[src/rtl/simd_pkg.sv]
// Shared command format for the SIMD issuer and the command queue that feeds it.
package simd_pkg;

   localparam int CMD_W      = 16;
   localparam int PROC_COUNT = 4;
   localparam int PROC_W     = $clog2(PROC_COUNT);

   typedef struct packed {
      logic [PROC_W-1:0]         proc;
      logic [3:0]                opcode;
      logic [CMD_W-PROC_W-5:0]   arg;
   } cmd_t;

endpackage

[src/rtl/cmd_fifo_mem.sv]
// Command storage array: one synchronous write port and one registered read port.
module cmd_fifo_mem
   import simd_pkg::*;
#(
   parameter int DEPTH = 16
) (
   input  logic                     i_clk,
   input  logic                     i_rst,
   input  logic                     i_wr_en,
   input  logic [$clog2(DEPTH)-1:0] i_wr_addr,
   input  cmd_t                     i_wr_data,
   input  logic                     i_rd_en,
   input  logic [$clog2(DEPTH)-1:0] i_rd_addr,
   output cmd_t                     o_rd_data
);

   cmd_t mem_q [DEPTH];
   cmd_t rd_data_d;
   cmd_t rd_data_q;

   // Read data holds its last value between reads so the consumer sees a stable command.
   always_comb begin
      rd_data_d = rd_data_q;
      if (i_rd_en) begin
         rd_data_d = mem_q[i_rd_addr];
      end
   end

   always_ff @(posedge i_clk) begin
      if (i_rst) begin
         rd_data_q <= '0;
      end else begin
         rd_data_q <= rd_data_d;
      end
   end

   // Array contents are not reset.
   always_ff @(posedge i_clk) begin
      if (i_wr_en) begin
         mem_q[i_wr_addr] <= i_wr_data;
      end
   end

   assign o_rd_data = rd_data_q;

endmodule

[src/rtl/cmd_queue.sv]
// Command FIFO shared by the host loader and the issuer: the issuer pops commands for
// dispatch and pushes writeback commands; the issuer wins the single write port.
module cmd_queue
   import simd_pkg::*;
#(
   parameter int DEPTH     = 16,
   parameter int AF_THRESH = 12
) (
   input  logic                     i_clk,
   input  logic                     i_rst,
   input  logic                     i_host_push,
   input  cmd_t                     i_host_cmd,
   output logic                     o_host_ready,
   input  logic                     i_rd,
   input  logic                     i_wr,
   input  cmd_t                     i_wr_cmd,
   output cmd_t                     o_cmd,
   output logic                     o_ack,
   output logic                     o_empty,
   output logic                     o_almost_full,
   output logic [$clog2(DEPTH):0]   o_count
);

   localparam int AW      = $clog2(DEPTH);
   localparam int COUNT_W = AW + 1;

   logic [COUNT_W-1:0] rd_ptr_d, rd_ptr_q;
   logic [COUNT_W-1:0] wr_ptr_d, wr_ptr_q;
   logic [COUNT_W-1:0] count_d, count_q;
   logic               ack_d, ack_q;
   logic               empty_d, empty_q;
   logic               almost_full_d, almost_full_q;

   logic               empty;
   logic               full;
   logic               issuer_acc;
   logic               do_pop;
   logic               issuer_push;
   logic               host_ready;
   logic               host_push;
   logic               push_any;
   cmd_t               wr_data;

   // A pop frees a slot in the same cycle, so rd+wr on a full queue still goes through.
   always_comb begin
      empty         = (rd_ptr_q == wr_ptr_q);
      full          = (rd_ptr_q[AW] != wr_ptr_q[AW]) && (rd_ptr_q[AW-1:0] == wr_ptr_q[AW-1:0]);
      issuer_acc    = (i_rd | i_wr) & (!i_rd | !empty) & (!i_wr | !full | i_rd);
      do_pop        = issuer_acc & i_rd;
      issuer_push   = issuer_acc & i_wr;
      host_ready    = !(full & !do_pop) & !issuer_push;
      host_push     = i_host_push & host_ready;
      push_any      = issuer_push | host_push;
      wr_data       = issuer_push ? i_wr_cmd : i_host_cmd;
      rd_ptr_d      = rd_ptr_q + COUNT_W'(do_pop);
      wr_ptr_d      = wr_ptr_q + COUNT_W'(push_any);
      count_d       = count_q + COUNT_W'(push_any) - COUNT_W'(do_pop);
      ack_d         = issuer_acc;
      empty_d       = (count_d == '0);
      almost_full_d = (count_d >= COUNT_W'(AF_THRESH));
   end

   always_ff @(posedge i_clk) begin
      if (i_rst) begin
         rd_ptr_q      <= '0;
         wr_ptr_q      <= '0;
         count_q       <= '0;
         ack_q         <= 1'b0;
         empty_q       <= 1'b1;
         almost_full_q <= 1'b0;
      end else begin
         rd_ptr_q      <= rd_ptr_d;
         wr_ptr_q      <= wr_ptr_d;
         count_q       <= count_d;
         ack_q         <= ack_d;
         empty_q       <= empty_d;
         almost_full_q <= almost_full_d;
      end
   end

   cmd_fifo_mem #(
      .DEPTH (DEPTH)
   ) u_mem (
      .i_clk     (i_clk),
      .i_rst     (i_rst),
      .i_wr_en   (push_any),
      .i_wr_addr (wr_ptr_q[AW-1:0]),
      .i_wr_data (wr_data),
      .i_rd_en   (do_pop),
      .i_rd_addr (rd_ptr_q[AW-1:0]),
      .o_rd_data (o_cmd)
   );

   assign o_host_ready  = host_ready;
   assign o_ack         = ack_q;
   assign o_empty       = empty_q;
   assign o_almost_full = almost_full_q;
   assign o_count       = count_q;

endmodule

[config.mk]
export PLATFORM = sky130hd
export DESIGN_NAME = cmd_queue
export DESIGN_NICKNAME = d
export VERILOG_FILES = /design/src/rtl/simd_pkg.sv /design/src/rtl/cmd_fifo_mem.sv /design/src/rtl/cmd_queue.sv
export SDC_FILE = /design/constraint.sdc
export NUM_CORES = 1
export LEC_CHECK = 0
export CORE_UTILIZATION = 35
export CTS_BUF_LIST = sky130_fd_sc_hd__clkbuf_4
export CTS_CLUSTER_SIZE = 10
export DETAILED_ROUTE_END_ITERATION = 8
export SLEW_MARGIN = 30
export SYNTH_ARGS = -nofsm -noshare
export SYNTH_HDL_FRONTEND = slang
export SYNTH_SLANG_ARGS = --single-unit
[constraint.sdc]
create_clock -name i_clk -period 9.95 [get_ports i_clk]
set_input_delay 0.995 -clock i_clk [delete_from_list [all_inputs] [get_ports i_clk]]
set_output_delay 0.995 -clock i_clk [all_outputs]
set_load 0.05 [all_outputs]
After elaboration in Yosys (flattened, before gate mapping)

Memories as Yosys holds them, arrays and structs flattened. A register that Yosys moved wholly into a read port is not among the register bits.
Index checks and enable logic that the tools add are counted.

Logic and storage cells: 39
Bits in writable memories: 256
Flip-flop bits (word level): 18
Output and inout bits: 25
Memories kept: 1
Input bits: 37

Add/sub/neg operators: 4
Mux-type cells: 3
Bitwise gates (word level): 12
Reductions and logical operators: 9
Magnitude comparators: 1
Equality and inequality tests: 3

Memories:

| memory      | depth | width | rd ports | clocked after Yosys merged registers in | write ports | RTL line           | source |
|---|---|---|---|---|---|---|---|
| u_mem.mem_q | 16    | 16    | 1        | 1                                       | 1           | cmd_fifo_mem.sv:17 | `cmd_t mem_q [DEPTH];` |

Operators by type and width:

| cell                 | number |
|---|---|
| $mux W16             | 1 |
| $add A5 B1 Y5        | 3 |
| $and A1 B1 Y1        | 7 |
| $logic_not A1 Y1     | 7 |
| $eq A5 B5 Y1         | 1 |
| $ge A5 B4 Y1 const B | 1 |
| $logic_not A5 Y1     | 1 |
| $or A1 B1 Y1         | 5 |
| $sub A5 B1 Y5        | 1 |
| $eq A4 B4 Y1         | 1 |
| $mux W1              | 2 |
| $logic_and A1 B1 Y1  | 1 |
| $ne A1 B1 Y1         | 1 |

Longest topological paths before layout

Depth in word-level cells: 16
Gate-level depth with buffers: 15
Depth with buffers taken out: 13

By module

A second synthesis with hierarchy kept.

Cell total of the unflattened synthesis: 719
Area, all modules: 11,706.2 sq um

Modules (own cells, without submodules):

| module       | seq. area each (sq um) | instances | cells each | area each (sq um) |
|---|---|---|---|---|
| cmd_fifo_mem | 8,007.7                | 1         | 606        | 10,545.1 |
| cmd_queue    | 360.3                  | 1         | 113        | 1,161.1 |

Worst setup path after synthesis

No wires, ideal clock.

Kind: input-to-reg
From: input i_rd
To: memory u_mem.mem_q[12][0] in the netlist's numbering (enable)
Required time: 9.520 ns
Buffers on the path: 1
Library setup time: 0.430 ns
Setup slack: 6.378 ns
Arrival: 3.142 ns
Stages: 4
Path through: clkbuf_1 > a31oi_1 > o22ai_2 > nor4_1

Cells in the longest elaborated chain, start to end: 13
Elaborated cells on any way between the ends: 17
Classes of those cells: 2 x mux; 11 x bitwise; 4 x reduce/logical

Ends and longest elaborated chain:

| item                              | RTL line           | source |
|---|---|---|
| from (decl)                       | cmd_queue.sv:14    | `input logic i_rd,` |
| $logic_not A1 Y1                  | cmd_queue.sv:48    | `issuer_acc = (i_rd \| i_wr) & (!i_rd \| !empty) & (!i_wr \| !full \| i_rd);` |
| $or A1 B1 Y1                      | cmd_queue.sv:48    |  |
| $and A1 B1 Y1 (2 in a row)        | cmd_queue.sv:48    |  |
| $and A1 B1 Y1                     | cmd_queue.sv:49    | `do_pop = issuer_acc & i_rd;` |
| $logic_not A1 Y1                  | cmd_queue.sv:51    | `host_ready = !(full & !do_pop) & !issuer_push;` |
| $and A1 B1 Y1                     | cmd_queue.sv:51    |  |
| $logic_not A1 Y1                  | cmd_queue.sv:51    |  |
| $and A1 B1 Y1                     | cmd_queue.sv:51    |  |
| $and A1 B1 Y1                     | cmd_queue.sv:52    | `host_push = i_host_push & host_ready;` |
| $or A1 B1 Y1 (*)                  | cmd_queue.sv:53    | `push_any = issuer_push \| host_push;` |
| $mux W1 (*)                       | cmd_fifo_mem.sv:39 | `if (i_wr_en) begin` |
| $mux W1 (not written as such) (*) | cmd_fifo_mem.sv:40 | `mem_q[i_wr_addr] <= i_wr_data;` |
| to (decl)                         | cmd_fifo_mem.sv:17 |  |

Every way passes the cells marked *; elsewhere a longest branch is shown, timed or not.

Worst setup path after layout

From: register wr_ptr_q[3]
To: output o_host_ready

Cells in the longest elaborated chain, start to end: 11
Elaborated cells on any way between the ends: 17
Classes of those cells: 2 x eq/ne; 9 x bitwise; 6 x reduce/logical

Ends and longest elaborated chain:

| item                      | RTL line        | source |
|---|---|---|
| from (decl)               | cmd_queue.sv:28 | `logic [COUNT_W-1:0] wr_ptr_d, wr_ptr_q;` |
| from (signal assigned)    | cmd_queue.sv:73 | `wr_ptr_q <= wr_ptr_d;` |
| $eq A4 B4 Y1              | cmd_queue.sv:47 | `full = (rd_ptr_q[AW] != wr_ptr_q[AW]) && (rd_ptr_q[AW-1:0] == wr_ptr_q[AW-1:0]);` |
| $logic_and A1 B1 Y1       | cmd_queue.sv:47 |  |
| $logic_not A1 Y1          | cmd_queue.sv:48 |  |
| $or A1 B1 Y1 (2 in a row) | cmd_queue.sv:48 |  |
| $and A1 B1 Y1             | cmd_queue.sv:48 |  |
| $and A1 B1 Y1             | cmd_queue.sv:49 |  |
| $logic_not A1 Y1          | cmd_queue.sv:51 |  |
| $and A1 B1 Y1             | cmd_queue.sv:51 |  |
| $logic_not A1 Y1          | cmd_queue.sv:51 |  |
| $and A1 B1 Y1 (*)         | cmd_queue.sv:51 |  |
| to (decl)                 | cmd_queue.sv:13 | `output logic o_host_ready,` |

Marked as above.

==> metrics.md <==
| Metric | Value |
|---|---|
| GR Overflow Total | `0` |
| Std cell rows | `65` |
| First-pass GRT wire length | `38970 um` |
| Post-synth EDFFs | `256` |
| Initial DRC Count | `513` |
| DP HPWL | `14760 um` |
| GR Util met3 | `3.389%` |
| RSZ-0062 raised after global routing | `false` |
| Worst R2R End | `o_almost_full` |
| Most frequent cells in the layout | `256 x edfxtp_1, 113 x clkbuf_4, 64 x mux4_2` |
| Pin count of the biggest net entering global routing | `67` |
| Die height | `181.9 um` |
| Yosys reg bits | `290` |
| Die width | `181.9 um` |
| GR Util met2 | `25.22%` |
| Hold Path Class | `reg -> reg` |
| Top-area cell type share of the netlist area | `67.87%` |
| HP Start | `u_mem.o_rd_data[2]` |
| Netlist Area Pre-Place | `11330 um^2` |
| Critical path's slowest cell | `clkdlybuf4s50_1` |
| Fin. max-slew vios | `0` |
| WL final | `25780 um` |
| Final worst setup slack | `5.602 ns` |
| P&R area growth vs syn | `19.23%` |
| Seq/Total Area, Yosys | `73.88%` |
| Largest delay share family, worst path | `simple AND/OR/NAND/NOR gates` |
| Ys Warns | `0` |
| CP max stage delay | `0.79 ns` |
| Post-DRT Antenna Nets | `0` |
| Setup WS pre-CTS | `5.454 ns` |
| Final nets | `737` |
| Antenna violations before repair | `1` |
| # DRC | `0` |
| Gpl congestion | `0.7301` |
| Synth async-reset ratio | `0%` |
| Slew headroom | `38.46%` |
| Most used routing layer | `met2` |
| Ys flop type | `edfxtp_1` |
| TritonRoute pass-1 iters | `5` |
| Req. time, crit path | `8.96 ns` |
| CP startpoint kind | `flop` |
| IO Port Bufs | `61` |
| Worst-margin pin slew | `0.9212 ns` |
| Hold Crit Depth | `1` |
| Max Clock Skew | `0.03765 ns` |
| Starting Density | `35.71%` |
| WS Path Type | `reg -> out` |
| Met1 global-route usage | `22.26%` |
| Cell Chain, Critical Path | `xor2_1 > nor4_4 > nand2_1 > nand2_2 > o21a_1 > clkdlybuf4s50_1` |
| H-tree depth | `3` |
| Core box area | `31720 um^2` |
| Syn Nets | `614` |
| CTS tree | `built` |
| Vias post-DR | `5976` |
| Post-route clock period utilization | `43.70%` |
| Post-Syn Instances | `567` |
| Status | `finished clean` |
| Hold_buf cts | `0` |
| Clk buf depth | `3` |
| Clk Latency, worst-skew pair | `0.67 ns` |
| Arrival @ worst endpoint | `3.35 ns` |
| FMAX | `230.0 MHz` |
| Root Buffer | `clkbuf_4` |
| Total track usage | `16.08%` |
| Setup bufs post-CTS | `0` |
| Synth top area cells | `edfxtp_1 68%, mux4_2 13%, dfxtp_1 6.0%, a22oi_1 2.1%, a22o_1 1.2%` |
| Area leader, netlist | `edfxtp_1` |
| Fraction of layout cells with a size suffix above 1 | `32.16%` |
| R2r worst-path depth | `13` |
| Hold endpoint | `u_mem.o_rd_data[2]` |
| Final hold vios | `0` |
| Vias in the first global route | `6384` |
| Num CTS Buffers | `73` |
| Commonest non-fill, non-tap cell in the layout | `edfxtp_1` |
| Synth cell types | `40` |
| RR Startpoint | `wr_ptr_q[3]` |
| Max-cap check violation count | `0` |
| Final setup TNS | `0 ns` |
| P per Cell Area | `256.0 nW/um^2` |
| Leakage | `0.004415 uW` |
| I/O pin total | `62` |
| Syn_area_per_cell | `19.98 um^2` |
| Slack of the worst reg-to-reg path | `6.05 ns` |
| PostCTS Resize Cnt | `0` |
| Sink Count | `290` |
| Wire per inst | `22.55 um` |
| DIE AREA | `33080 um^2` |
| Min Tclk post-route | `4.348 ns` |
| Setup-failing EPs final | `0` |
| VDD IR-drop max | `195.5 uV` |
| Vias per std cell | `5.228` |
| CP max FO | `17` |
| Buf/Inv on CP | `1` |
| CTS clock-pin slew for the worst setup and hold paths | `0.07 ns` |
| Worst Setup End Kind | `output port` |
==> worst register-to-register path, delay by kind of cell (launching register included) <==
family / cells / cell delay [ns]
DFF: 1 / 0.56
adders and majority gates: 3 / 0.87
and+or+nand+nor: 3 / 0.73
AOI/OAI and AO/OA: 4 / 1.24
xor gates and xnor gates: 2 / 0.34
buffers and inverters: 1 / 0.04
==> cells by family (layout without fill, tap and decap cells) <==
logic type	count (synthesis)	in the layout	synth area share, %
compound gates	60	60	4.187
xor+xnor	16	16	1.304
fa+ha+maj	10	10	1.171
buf+inv	42	215	1.911
flops	290	290	73.88
mux	80	80	14.32
other cells	0	1	0
simple gates	69	69	3.226
==> synth_stat cells (2+ instances only) <==
library cell,count
xnor2_1,5
dfxtp_1,34
a21oi_1,3
mux2_2,7
inv_1,7
nor2b_1,8
edfxtp_1,256
mux4_2,64
nand3_1,3
buf_4,2
a22oi_1,32
mux2_1,9
xor2_1,10
buf_2,11
buf_1,4
nor3_1,9
buf_6,5
clkbuf_1,12
a22o_1,16
nor2_1,12
nand2_1,20
a21o_1,3
nor4_1,6
nand2b_1,5
ha_1,9
==> worst max path at each step <==
| stage | from | to | slack (ns) | cells past startpoint |
|---|---|---|---|---|
| 2_1_floorplan | i_rd | u_mem.mem_q[12][0] | 6.38 | 4 |
| 3_3_place_gp | i_rd | o_host_ready | 5.70 | 6 |
| 3_5_place_dp | i_rd | o_almost_full | 5.45 | 12 |
| 4_1_cts | rd_ptr_q[0] | o_host_ready | 5.44 | 6 |
| 5_1_grt | rd_ptr_q[0] | o_host_ready | 5.37 | 6 |
| 6_report | wr_ptr_q[3] | o_host_ready | 5.60 | 6 |
==> sequential cells by signal, summed over array words and instances, names as in the netlist <==
register         cells
wr_ptr_q             5
o_almost_full        1
u_mem.o_rd_data     16
o_empty              1
rd_ptr_q             5
u_mem.mem_q        256
o_count              5
o_ack                1
==> power by group <==
part | switching [uW] | internal [uW] | total [uW]
logic | 517 | 394 | 911
clock network | 453 | 566 | 1020
registers | 59.3 | 1470 | 1530
==> stage by stage <==
stage          area [um^2]  power [uW]  hold slack (ns)  std cells  utilization [%]
3_5_place_dp         12520        2477           0.4677       1017            39.47
6_report             13500        3457           0.4794       1143            42.58
2_1_floorplan        11330        2210           0.5320        567                -
5_1_grt              13500        3629           0.4953       1143            42.58
4_1_cts              13470        3500           0.4821       1142            42.47
3_3_place_gp         12500        2444           0.4673       1017            39.42
==> area by class of cell <==
type,count,area [um^2]
Timing Repair Buffer,82,775.7
Clock inverter,12,103.9
Tap cell,402,503.0
Multi-Input combinational cell,235,2868
Clock buffer,113,848.3
Inverter,8,30.03
Sequential cell,290,8373
Antenna cell,1,2.502
Fill cell,2769,18210
==> layer usage <==
layer | routed length, um | vias up | share of wire (%)
li1 | - | 2604 | -
met1 | 11540 | 3101 | 45
met2 | 12170 | 229 | 47
met3 | 1613 | 42 | 6.3
met4 | 446 | 0 | 1.7
met5 | 0 | - | 0
(Power assumes the default switching activity.)
